<file path="config.mk">
export PLATFORM = sky130hd
export DESIGN_NAME = pipeline_mem_stage_hs
export DESIGN_NICKNAME = d
export VERILOG_FILES = /design/src/rtl/pipeline_mem_stage_hs.sv
export SDC_FILE = /design/constraint.sdc
export NUM_CORES = 1
export LEC_CHECK = 0
export ABC_CLOCK_PERIOD_IN_PS = 2600
export CAP_MARGIN = 0
export CORE_AREA = 2 2 242 244
export CTS_CLUSTER_DIAMETER = 50
export DETAILED_ROUTE_END_ITERATION = 12
export DIE_AREA = 0 0 244 246
export PLACE_DENSITY_LB_ADDON = 0.12
export SYNTH_ARGS = -nofsm -noshare
export SYNTH_HDL_FRONTEND = slang
export SYNTH_SLANG_ARGS = --single-unit
</file>
<file path="constraint.sdc">
create_clock -name clk -period 2.6 [get_ports clk]
set_clock_uncertainty 0.15 [all_clocks]
set_input_delay 0.39 -clock clk [delete_from_list [all_inputs] [get_ports clk]]
set_output_delay 0.39 -clock clk [all_outputs]
set_load 0.05 [all_outputs]
</file>
<file path="src/rtl/pipeline_mem_stage_hs.sv">
// EX->WB memory stage: valid/ready intake from EX, req/ack data bus, store lane alignment, load extension.
// Define MEM_MISALIGN_TRAP_EN to flag misaligned loads/stores instead of issuing them.
module pipeline_mem_stage_hs #(
   parameter int XLEN = 64,
   parameter int RA_W = 5
) (
   input  logic              clk,
   input  logic              reset,
   input  logic              ex_valid,
   output logic              ex_ready,
   input  logic [XLEN-1:0]   ex_alu_result,
   input  logic [XLEN-1:0]   ex_store_data,
   input  logic [RA_W-1:0]   ex_rd,
   input  logic [XLEN-1:0]   ex_pc,
   input  logic [2:0]        ex_rd_ctrl,
   input  logic [2:0]        ex_wr_ctrl,
   input  logic              ex_rf_wr_en,
   input  logic [1:0]        ex_rf_wr_sel,
   output logic              bus_req,
   output logic              bus_we,
   output logic [XLEN-1:0]   bus_addr,
   output logic [XLEN-1:0]   bus_wdata,
   output logic [XLEN/8-1:0] bus_wstrb,
   input  logic              bus_ack,
   input  logic [XLEN-1:0]   bus_rdata,
   output logic              busy,
   output logic              wb_valid,
   output logic [XLEN-1:0]   wb_pc,
   output logic [XLEN-1:0]   wb_alu_result,
   output logic [XLEN-1:0]   wb_mem_data,
   output logic [RA_W-1:0]   wb_rd,
   output logic              wb_rf_wr_en,
   output logic [1:0]        wb_rf_wr_sel,
   output logic              misalign
);
   localparam int NB    = XLEN / 8;
   localparam int OFF_W = $clog2(NB);

   typedef enum logic {IDLE, ACCESS} state_t;

   state_t           state_q, state_d;
   logic             bus_req_q, bus_req_d, bus_we_q, bus_we_d;
   logic [XLEN-1:0]  bus_addr_q, bus_addr_d, bus_wdata_q, bus_wdata_d;
   logic [NB-1:0]    bus_wstrb_q, bus_wstrb_d;
   logic [OFF_W-1:0] off_q, off_d;
   logic [1:0]       ld_size_q, ld_size_d;
   logic             ld_sgn_q, ld_sgn_d;
   logic             wb_valid_q, wb_valid_d, misalign_q, misalign_d;
   logic [XLEN-1:0]  wb_pc_q, wb_pc_d, wb_alu_q, wb_alu_d, wb_mem_q, wb_mem_d;
   logic [RA_W-1:0]  wb_rd_q, wb_rd_d;
   logic             wb_wr_en_q, wb_wr_en_d;
   logic [1:0]       wb_sel_q, wb_sel_d;

   logic             ld_en, st_en, ld_sgn, mem_op, trap;
   logic [1:0]       ld_size, st_size, acc_size;
   logic [OFF_W-1:0] ex_off;
   logic [NB-1:0]    strb_base;

   // Codes that need a 64-bit datapath decode as "none" on XLEN=32.
   always_comb begin
      ld_en   = 1'b0;
      ld_size = 2'd0;
      ld_sgn  = 1'b0;
      case (ex_rd_ctrl)
         3'd1: begin ld_en = 1'b1; ld_size = 2'd0; ld_sgn = 1'b1; end
         3'd2: begin ld_en = 1'b1; ld_size = 2'd0; end
         3'd3: begin ld_en = 1'b1; ld_size = 2'd1; ld_sgn = 1'b1; end
         3'd4: begin ld_en = 1'b1; ld_size = 2'd1; end
         3'd5: begin ld_en = 1'b1; ld_size = 2'd2; ld_sgn = 1'b1; end
         3'd6: begin ld_en = (XLEN == 64); ld_size = 2'd2; end
         3'd7: begin ld_en = (XLEN == 64); ld_size = 2'd3; end
         default: ;
      endcase
      st_en   = 1'b1;
      st_size = 2'd0;
      case (ex_wr_ctrl)
         3'd1: st_size = 2'd0;
         3'd2: st_size = 2'd1;
         3'd3: st_size = 2'd2;
         3'd4: begin st_en = (XLEN == 64); st_size = 2'd3; end
         default: st_en = 1'b0;
      endcase
      case (st_size)
         2'd0:    strb_base = NB'(1);
         2'd1:    strb_base = NB'(3);
         2'd2:    strb_base = NB'(15);
         default: strb_base = NB'(255);
      endcase
   end

   assign mem_op   = st_en | ld_en;
   assign acc_size = st_en ? st_size : ld_size;
   assign ex_off   = ex_alu_result[OFF_W-1:0];

`ifdef MEM_MISALIGN_TRAP_EN
   logic [OFF_W-1:0] size_mask;
   always_comb begin
      case (acc_size)
         2'd0:    size_mask = '0;
         2'd1:    size_mask = OFF_W'(1);
         2'd2:    size_mask = OFF_W'(3);
         default: size_mask = OFF_W'(7);
      endcase
   end
   assign trap = mem_op && (|(ex_off & size_mask));
`else
   assign trap = 1'b0;
`endif

   // Load return: move the addressed lane to bit 0, then extend.
   logic [XLEN-1:0] rd_shift, keep_mask, ld_data;
   logic            sbit;
   always_comb begin
      rd_shift = bus_rdata >> {off_q, 3'b000};
      case (ld_size_q)
         2'd0:    begin keep_mask = XLEN'(64'hFF);        sbit = rd_shift[7];  end
         2'd1:    begin keep_mask = XLEN'(64'hFFFF);      sbit = rd_shift[15]; end
         2'd2:    begin keep_mask = XLEN'(64'hFFFF_FFFF); sbit = rd_shift[31]; end
         default: begin keep_mask = '1;                   sbit = 1'b0;         end
      endcase
      ld_data = (rd_shift & keep_mask) | ({XLEN{ld_sgn_q & sbit}} & ~keep_mask);
   end

   always_comb begin
      state_d     = state_q;
      bus_req_d   = bus_req_q;
      bus_we_d    = bus_we_q;
      bus_addr_d  = bus_addr_q;
      bus_wdata_d = bus_wdata_q;
      bus_wstrb_d = bus_wstrb_q;
      off_d       = off_q;
      ld_size_d   = ld_size_q;
      ld_sgn_d    = ld_sgn_q;
      wb_pc_d     = wb_pc_q;
      wb_alu_d    = wb_alu_q;
      wb_mem_d    = wb_mem_q;
      wb_rd_d     = wb_rd_q;
      wb_wr_en_d  = wb_wr_en_q;
      wb_sel_d    = wb_sel_q;
      wb_valid_d  = 1'b0;
      misalign_d  = 1'b0;
      case (state_q)
         IDLE: if (ex_valid) begin
            wb_pc_d    = ex_pc;
            wb_alu_d   = ex_alu_result;
            wb_rd_d    = ex_rd;
            wb_wr_en_d = ex_rf_wr_en;
            wb_sel_d   = ex_rf_wr_sel;
            if (mem_op && !trap) begin
               state_d     = ACCESS;
               bus_req_d   = 1'b1;
               bus_we_d    = st_en;
               bus_addr_d  = {ex_alu_result[XLEN-1:OFF_W], {OFF_W{1'b0}}};
               bus_wdata_d = st_en ? (ex_store_data << {ex_off, 3'b000}) : '0;
               bus_wstrb_d = st_en ? (strb_base << ex_off) : '1;
               off_d       = ex_off;
               ld_size_d   = ld_size;
               ld_sgn_d    = ld_sgn;
            end else begin
               wb_valid_d = 1'b1;
               wb_mem_d   = '0;
               if (trap) begin
                  misalign_d = 1'b1;
                  wb_wr_en_d = 1'b0;
               end
            end
         end
         ACCESS: if (bus_ack) begin
            state_d    = IDLE;
            bus_req_d  = 1'b0;
            wb_valid_d = 1'b1;
            wb_mem_d   = bus_we_q ? '0 : ld_data;
         end
         default: state_d = IDLE;
      endcase
   end

   always_ff @(posedge clk or negedge reset) begin
      if (!reset) begin
         state_q     <= IDLE;
         bus_req_q   <= 1'b0;
         bus_we_q    <= 1'b0;
         bus_addr_q  <= '0;
         bus_wdata_q <= '0;
         bus_wstrb_q <= '0;
         off_q       <= '0;
         ld_size_q   <= '0;
         ld_sgn_q    <= 1'b0;
         wb_valid_q  <= 1'b0;
         misalign_q  <= 1'b0;
         wb_pc_q     <= '0;
         wb_alu_q    <= '0;
         wb_mem_q    <= '0;
         wb_rd_q     <= '0;
         wb_wr_en_q  <= 1'b0;
         wb_sel_q    <= '0;
      end else begin
         state_q     <= state_d;
         bus_req_q   <= bus_req_d;
         bus_we_q    <= bus_we_d;
         bus_addr_q  <= bus_addr_d;
         bus_wdata_q <= bus_wdata_d;
         bus_wstrb_q <= bus_wstrb_d;
         off_q       <= off_d;
         ld_size_q   <= ld_size_d;
         ld_sgn_q    <= ld_sgn_d;
         wb_valid_q  <= wb_valid_d;
         misalign_q  <= misalign_d;
         wb_pc_q     <= wb_pc_d;
         wb_alu_q    <= wb_alu_d;
         wb_mem_q    <= wb_mem_d;
         wb_rd_q     <= wb_rd_d;
         wb_wr_en_q  <= wb_wr_en_d;
         wb_sel_q    <= wb_sel_d;
      end
   end

   // ex_ready is held low while reset is asserted so every output reads 0.
   assign ex_ready      = reset && (state_q == IDLE);
   assign bus_req       = bus_req_q;
   assign busy          = bus_req_q;
   assign bus_we        = bus_we_q;
   assign bus_addr      = bus_addr_q;
   assign bus_wdata     = bus_wdata_q;
   assign bus_wstrb     = bus_wstrb_q;
   assign wb_valid      = wb_valid_q;
   assign wb_pc         = wb_pc_q;
   assign wb_alu_result = wb_alu_q;
   assign wb_mem_data   = wb_mem_q;
   assign wb_rd         = wb_rd_q;
   assign wb_rf_wr_en   = wb_valid_q & wb_wr_en_q;
   assign wb_rf_wr_sel  = wb_sel_q;
   assign misalign      = misalign_q;

endmodule

</file>
* Word level (Yosys, flattened, before mapping) *
Index checks and enable logic that the tools add are counted.

cells by class
  equality and inequality tests = 19
  shifts and indexed selects = 3
  multiplexer cells = 27
  bitwise logic cells = 8
  reduce and logical (&&, ||, !) cells = 12

operator list
  kind                count
  $mux 64             5
  $pmux 64 s3         1
  $and 64x64->64      2
  $pmux 64 s2         1
  $not 64->64         1
  $or 64x64->64       1
  $shl 64x6->64       1
  $shr 64x6->64       1
  $pmux 8 s3          1
  $eq 3x3->1 const B  5
  $eq 3x2->1 const B  4
  $mux 1              12
  $pmux 2 s3          2
  $reduce_and 3->1    3
  $mux 8              1
  $ne 2x2->1 const B  4
  $shl 8x3->8         1
  $reduce_or 7->1     1
  $eq 3x1->1 const B  2
  $pmux 1 s2          3
  $eq 2x1->1 const B  2
  $eq 2x2->1 const B  2
  $logic_not 2->1     2
  $reduce_or 2->1     2
  8 further kinds     9

word-level totals
  flip-flop bits (word level) = 343
  input bits = 274
  word-level logic and storage cells = 85

* Logic depth before layout (Yosys ltp) *
  depth in word-level cells = 8
  gate-level depth with buffers = 9

* Worst setup path after synthesis *
Ideal clock, no wire load.

  kind = register to register
  start point = register bus_we_q (netlist: bus_we)
  end point = register wb_mem_q[48] (netlist: wb_mem_data[48])
  library setup time = 0.126 ns
  data arrival time = 1.992 ns
  slack = 0.332 ns
  cell stages (with the launch flop) = 9
  cells stage by stage = dfrtp_1 -> nand3b_1 -> clkbuf_1 -> a21oi_1 -> nand4_1 -> buf_2 -> o311ai_2 -> buf_4 -> a221o_1

on the way
  word-level cells in the longest chain between the ends = 3

RTL lines
  element                 RTL line  RTL
  start, declared         42        logic bus_req_q, bus_req_d, bus_we_q, bus_we_d;
  start signal, assigned  200       bus_we_q <= bus_we_d;
  $mux 64                 172       wb_mem_d = bus_we_q ? '0 : ld_data;
  $mux 64                 168       ACCESS: if (bus_ack) begin
  $pmux 64 s2             142       case (state_q)
  end signal, assigned    211       wb_mem_q <= wb_mem_d;
  end, declared           49        logic [XLEN-1:0] wb_pc_q, wb_pc_d, wb_alu_q, wb_alu_d, wb_mem_q, wb_mem_d;

No other way between the ends. The select of a mux whose other input is x is not followed.
A chain may end at the register's enable or synchronous reset.

* Worst setup path after layout *
  start point = register bus_wdata_q[22] (netlist: bus_wdata[22])
  end point = output port bus_wdata[22]

RTL lines
  element                 RTL line  RTL
  start, declared         43        logic [XLEN-1:0] bus_addr_q, bus_addr_d, bus_wdata_q, bus_wdata_d;
  start signal, assigned  202       bus_wdata_q <= bus_wdata_d;
  end, declared           22        output logic [XLEN-1:0] bus_wdata,

No word-level cell between the ends.

==> out/metrics.cfg <==
[global_route]
first_global_vias = 15153
grt_max_degree = 145
grt_antenna_before_repair = 5
global_route_wire_length_before_repair_mm = 98.7
grt.total_usage_pct = 21.5
grt_overflow_total = 0

[sta]
min_period_over_period_pct = 92.1
rsz0062_at_grt = no
final-max-slew-violation-count = 0
setup-tns-final_ns = 0
worst_slew_margin_rel_pct = 25.4
final.hold.worst_slack_ns = 0.0842
timing.final.setup_violations = 0
fin_crit_ns = 2.39
worstMarginPinSlew_ns = 1.11
timing.final.hold_violations = 0
max_clock_freq_mhz = 418

[floorplanning]
dieHeight_um = 246
num_rows = 88
die-area_sq_um = 60000
coreArea_sq_um = 57400
boundaryPins = 616
initial_core_util_pct = 28.1
die_width_um = 244

[clock_tree]
cts_root_buffer_type = sky130_fd_sc_hd__clkbuf_16
post_cts.repair.setup_buffers = 0
cts.htree.levels = 2
clock_tree_from_tritoncts = yes
clk_pin_slew_ns = 0.06
cts_num_sinks = 343
ctsLongestPathBuffers = 3
cts-buffers-inserted = 51
clk-insertion-delay-late_ns = 0.57

[drt]
wire_per_inst_um = 21.3
dr.pass1.iters = 4
post_drt_via_cell_ratio = 4.79
post-route-drc-count = 0
drt-initial-drc-count = 856
drtAntennaViolNets = 0
num_vias = 15007
totalWireLength_mm = 66.7

[critical_path]
crit_path_max_incr_delay_ns = 0.84
timing.critical_path.to_type = output port
timing.critical_path.max_delay_family = buffers and inverters
worst_setup_path_start_kind = register
worst-setup-path-type = reg2out
cp.arrival_ns = 1.85
worstPathMaxFanout = 2
req_time_crit_path_ns = 2.06
critical_path.slowest_cell = sky130_fd_sc_hd__clkdlybuf4s50_1
count_of_buffer_and_inverter_cells_on_the_critical_path = 1
crit_path_cell_trace = clkdlybuf4s50_1

[job]
max_cap_violation_count = 0

[synthesis]
synthesis.area_per_instance_sq_um = 9.45
synth.largest_area_cell = sky130_fd_sc_hd__dfrtp_1
ys_async_sr_fraction_pct = 100
dominantRegCellSynth = sky130_fd_sc_hd__dfrtp_1
synth_area_sq_um = 16100
gate_count_post_synth = 1708
synth_enable_flop_cells = 0
synth_top_cells_by_area = sky130_fd_sc_hd__dfrtp_1 53%, sky130_fd_sc_hd__nand2_1 16%, sky130_fd_sc_hd__mux2i_1 6.5%
synth-seq-cells = 343
synth_top_area_share_pct = 53.2
seq_area_frac_synth_pct = 53.2
yosysWarningCount = 0
synthDistinctLibCells = 57

[pwr]
standby_leakage_power_nw = 11.6
max_rail_drop_vdd_uv = 583
power.density_cell_area_nw_per_um2 = 1010
totalPowerFinal_mw = 25.5

[status]
run_status = finished clean

[worst_hold_path]
hold_path.class = in2async

[placement]
gp_congestion = 0.872
place.port_buffers = 611
dpl.cell_count = 3035
dp_hpwl_mm = 49.2

[cells_and_area]
nets = 2598
finalNonFillerCells = 3131
syn2layout_area_growth_pct = 56.9
drive_above_1_share_pct = 10.2

what timing repair did:
action,4_1_cts,5_1_grt
hold buffers,1,0
endpoints found under the hold margin,197,0
resized for setup,0,0
sequential cells by signal, indices dropped and copies added, names as in the netlist:
signal         count
wb_mem_data       64
bus_wdata         64
wb_alu_result     64
wb_rf_wr_sel       2
off_q              3
bus_wstrb          8
bus_req            1
bus_addr          61
wb_rd              5
wb_pc             64
ld_size_q          2
ld_sgn_q           1
wb_wr_en_q         1
wb_valid           1
bus_we             1
state_q            1
synthesized netlist by cell type, types with 11 or more instances:
master	instances
sky130_fd_sc_hd__mux2i_1	104
sky130_fd_sc_hd__clkbuf_1	81
sky130_fd_sc_hd__a21oi_1	34
sky130_fd_sc_hd__a211oi_1	16
sky130_fd_sc_hd__a221o_1	32
sky130_fd_sc_hd__buf_2	24
sky130_fd_sc_hd__a22o_1	33
sky130_fd_sc_hd__nor2_1	28
sky130_fd_sc_hd__o22ai_1	16
sky130_fd_sc_hd__dfrtp_1	343
sky130_fd_sc_hd__buf_1	16
sky130_fd_sc_hd__o21ai_0	85
sky130_fd_sc_hd__nor2b_1	11
sky130_fd_sc_hd__mux2_2	14
sky130_fd_sc_hd__mux4_2	26
sky130_fd_sc_hd__nand2_1	704
sky130_fd_sc_hd__nand3_1	16
cell families (layout without fill, tap and decap cells):
logic type / Yosys count / count (layout) / synth area share (%)
flops: 343 / 343 / 53.2
buf+inv: 140 / 793 / 3.77
simple gates: 795 / 795 / 19.5
other cells: 1 / 6 / 0.0232
mux: 144 / 144 / 11.1
compound gates: 284 / 284 / 12.4
xor+xnor: 1 / 1 / 0.0543
final cells by class:
class,instances,area [sq um]
multi-input cells,1228,7020
clock buffers,66,1470
clock inverters,27,305
fillers,5562,32000
well taps,765,957
flip-flops and latches,343,8590
diodes,2,5.00
repair buffers,693,6950
inverters,7,26.3
routing by layer:
| layer | GRT usage [%] | share of wire [%] | vias to the layer above |
|---|---|---|---|
| li1 | - | - | 7039 |
| met1 | 28.4 | 43 | 7324 |
| met2 | 34.4 | 47 | 531 |
| met3 | 5.51 | 7.3 | 107 |
| met4 | 7.16 | 3.0 | 6 |
| met5 | 0 | 0.055 | - |
placed cells by master (no fill, tap or decap), types with 5 or more instances in the layout:
cell	n
sky130_fd_sc_hd__a21oi_1	33
sky130_fd_sc_hd__o22ai_1	16
sky130_fd_sc_hd__a32o_1	8
sky130_fd_sc_hd__mux2i_1	104
sky130_fd_sc_hd__inv_1	5
sky130_fd_sc_hd__a22oi_1	7
sky130_fd_sc_hd__clkbuf_8	9
sky130_fd_sc_hd__clkinv_2	5
sky130_fd_sc_hd__nand2b_1	8
sky130_fd_sc_hd__o21ai_2	10
sky130_fd_sc_hd__mux2_2	14
sky130_fd_sc_hd__nand3_1	16
sky130_fd_sc_hd__a2bb2oi_1	8
sky130_fd_sc_hd__nor2_1	28
sky130_fd_sc_hd__o21ai_0	85
sky130_fd_sc_hd__dfrtp_1	341
sky130_fd_sc_hd__nand2_1	704
sky130_fd_sc_hd__clkdlybuf4s50_1	605
sky130_fd_sc_hd__nor3_1	5
sky130_fd_sc_hd__clkinv_4	7
sky130_fd_sc_hd__and3_1	7
sky130_fd_sc_hd__buf_12	18
sky130_fd_sc_hd__o31ai_1	8
sky130_fd_sc_hd__o211ai_1	8
sky130_fd_sc_hd__mux4_2	26
sky130_fd_sc_hd__clkbuf_16	53
sky130_fd_sc_hd__a221o_1	32
sky130_fd_sc_hd__a211oi_1	16
sky130_fd_sc_hd__buf_4	67
sky130_fd_sc_hd__nor2b_1	10
sky130_fd_sc_hd__a22o_1	33
metrics by stage:
step	area [sq um]	utilization (%)	worst slack, ns
finish	25300	44.1	0.206
CTS	25300	44.1	0.127
floorplan	16100	-	0.332
global placement	23500	41.0	-0.263
global route	25300	44.1	0.131
detailed placement	23500	41.0	-0.281
final timing paths:
check | start | endpoint | slack (ns) | cells past startpoint
setup / recovery | bus_wdata[22]$_DFFE_PN0P_ | bus_wdata[22] | 0.21 | 1
hold / removal | reset | wb_mem_data[52]$_DFFE_PN0P_ | 0.08 | 2
setup reg to reg | off_q[2]$_DFFE_PN0P_ | wb_mem_data[36]$_DFFE_PN0P_ | 0.21 | 6
hold reg to reg | wb_pc[16]$_DFFE_PN0P_ | wb_pc[16]$_DFFE_PN0P_ | 0.32 | 2
max in group asynchronous | reset | wb_alu_result[63]$_DFFE_PN0P_ | 1.13 | 3
min in group clk | ex_alu_result[1] | wb_alu_result[1]$_DFFE_PN0P_ | 0.10 | 3
power by group:
| part | internal [mW] | leakage (nW) | switching [mW] |
|---|---|---|---|
| logic | 3.74 | 6.40 | 7.18 |
| registers | 6.57 | 4.35 | 0.897 |
| clock network | 4.41 | 0.864 | 2.73 |
Note: power is estimated with default switching activity, not from simulation.
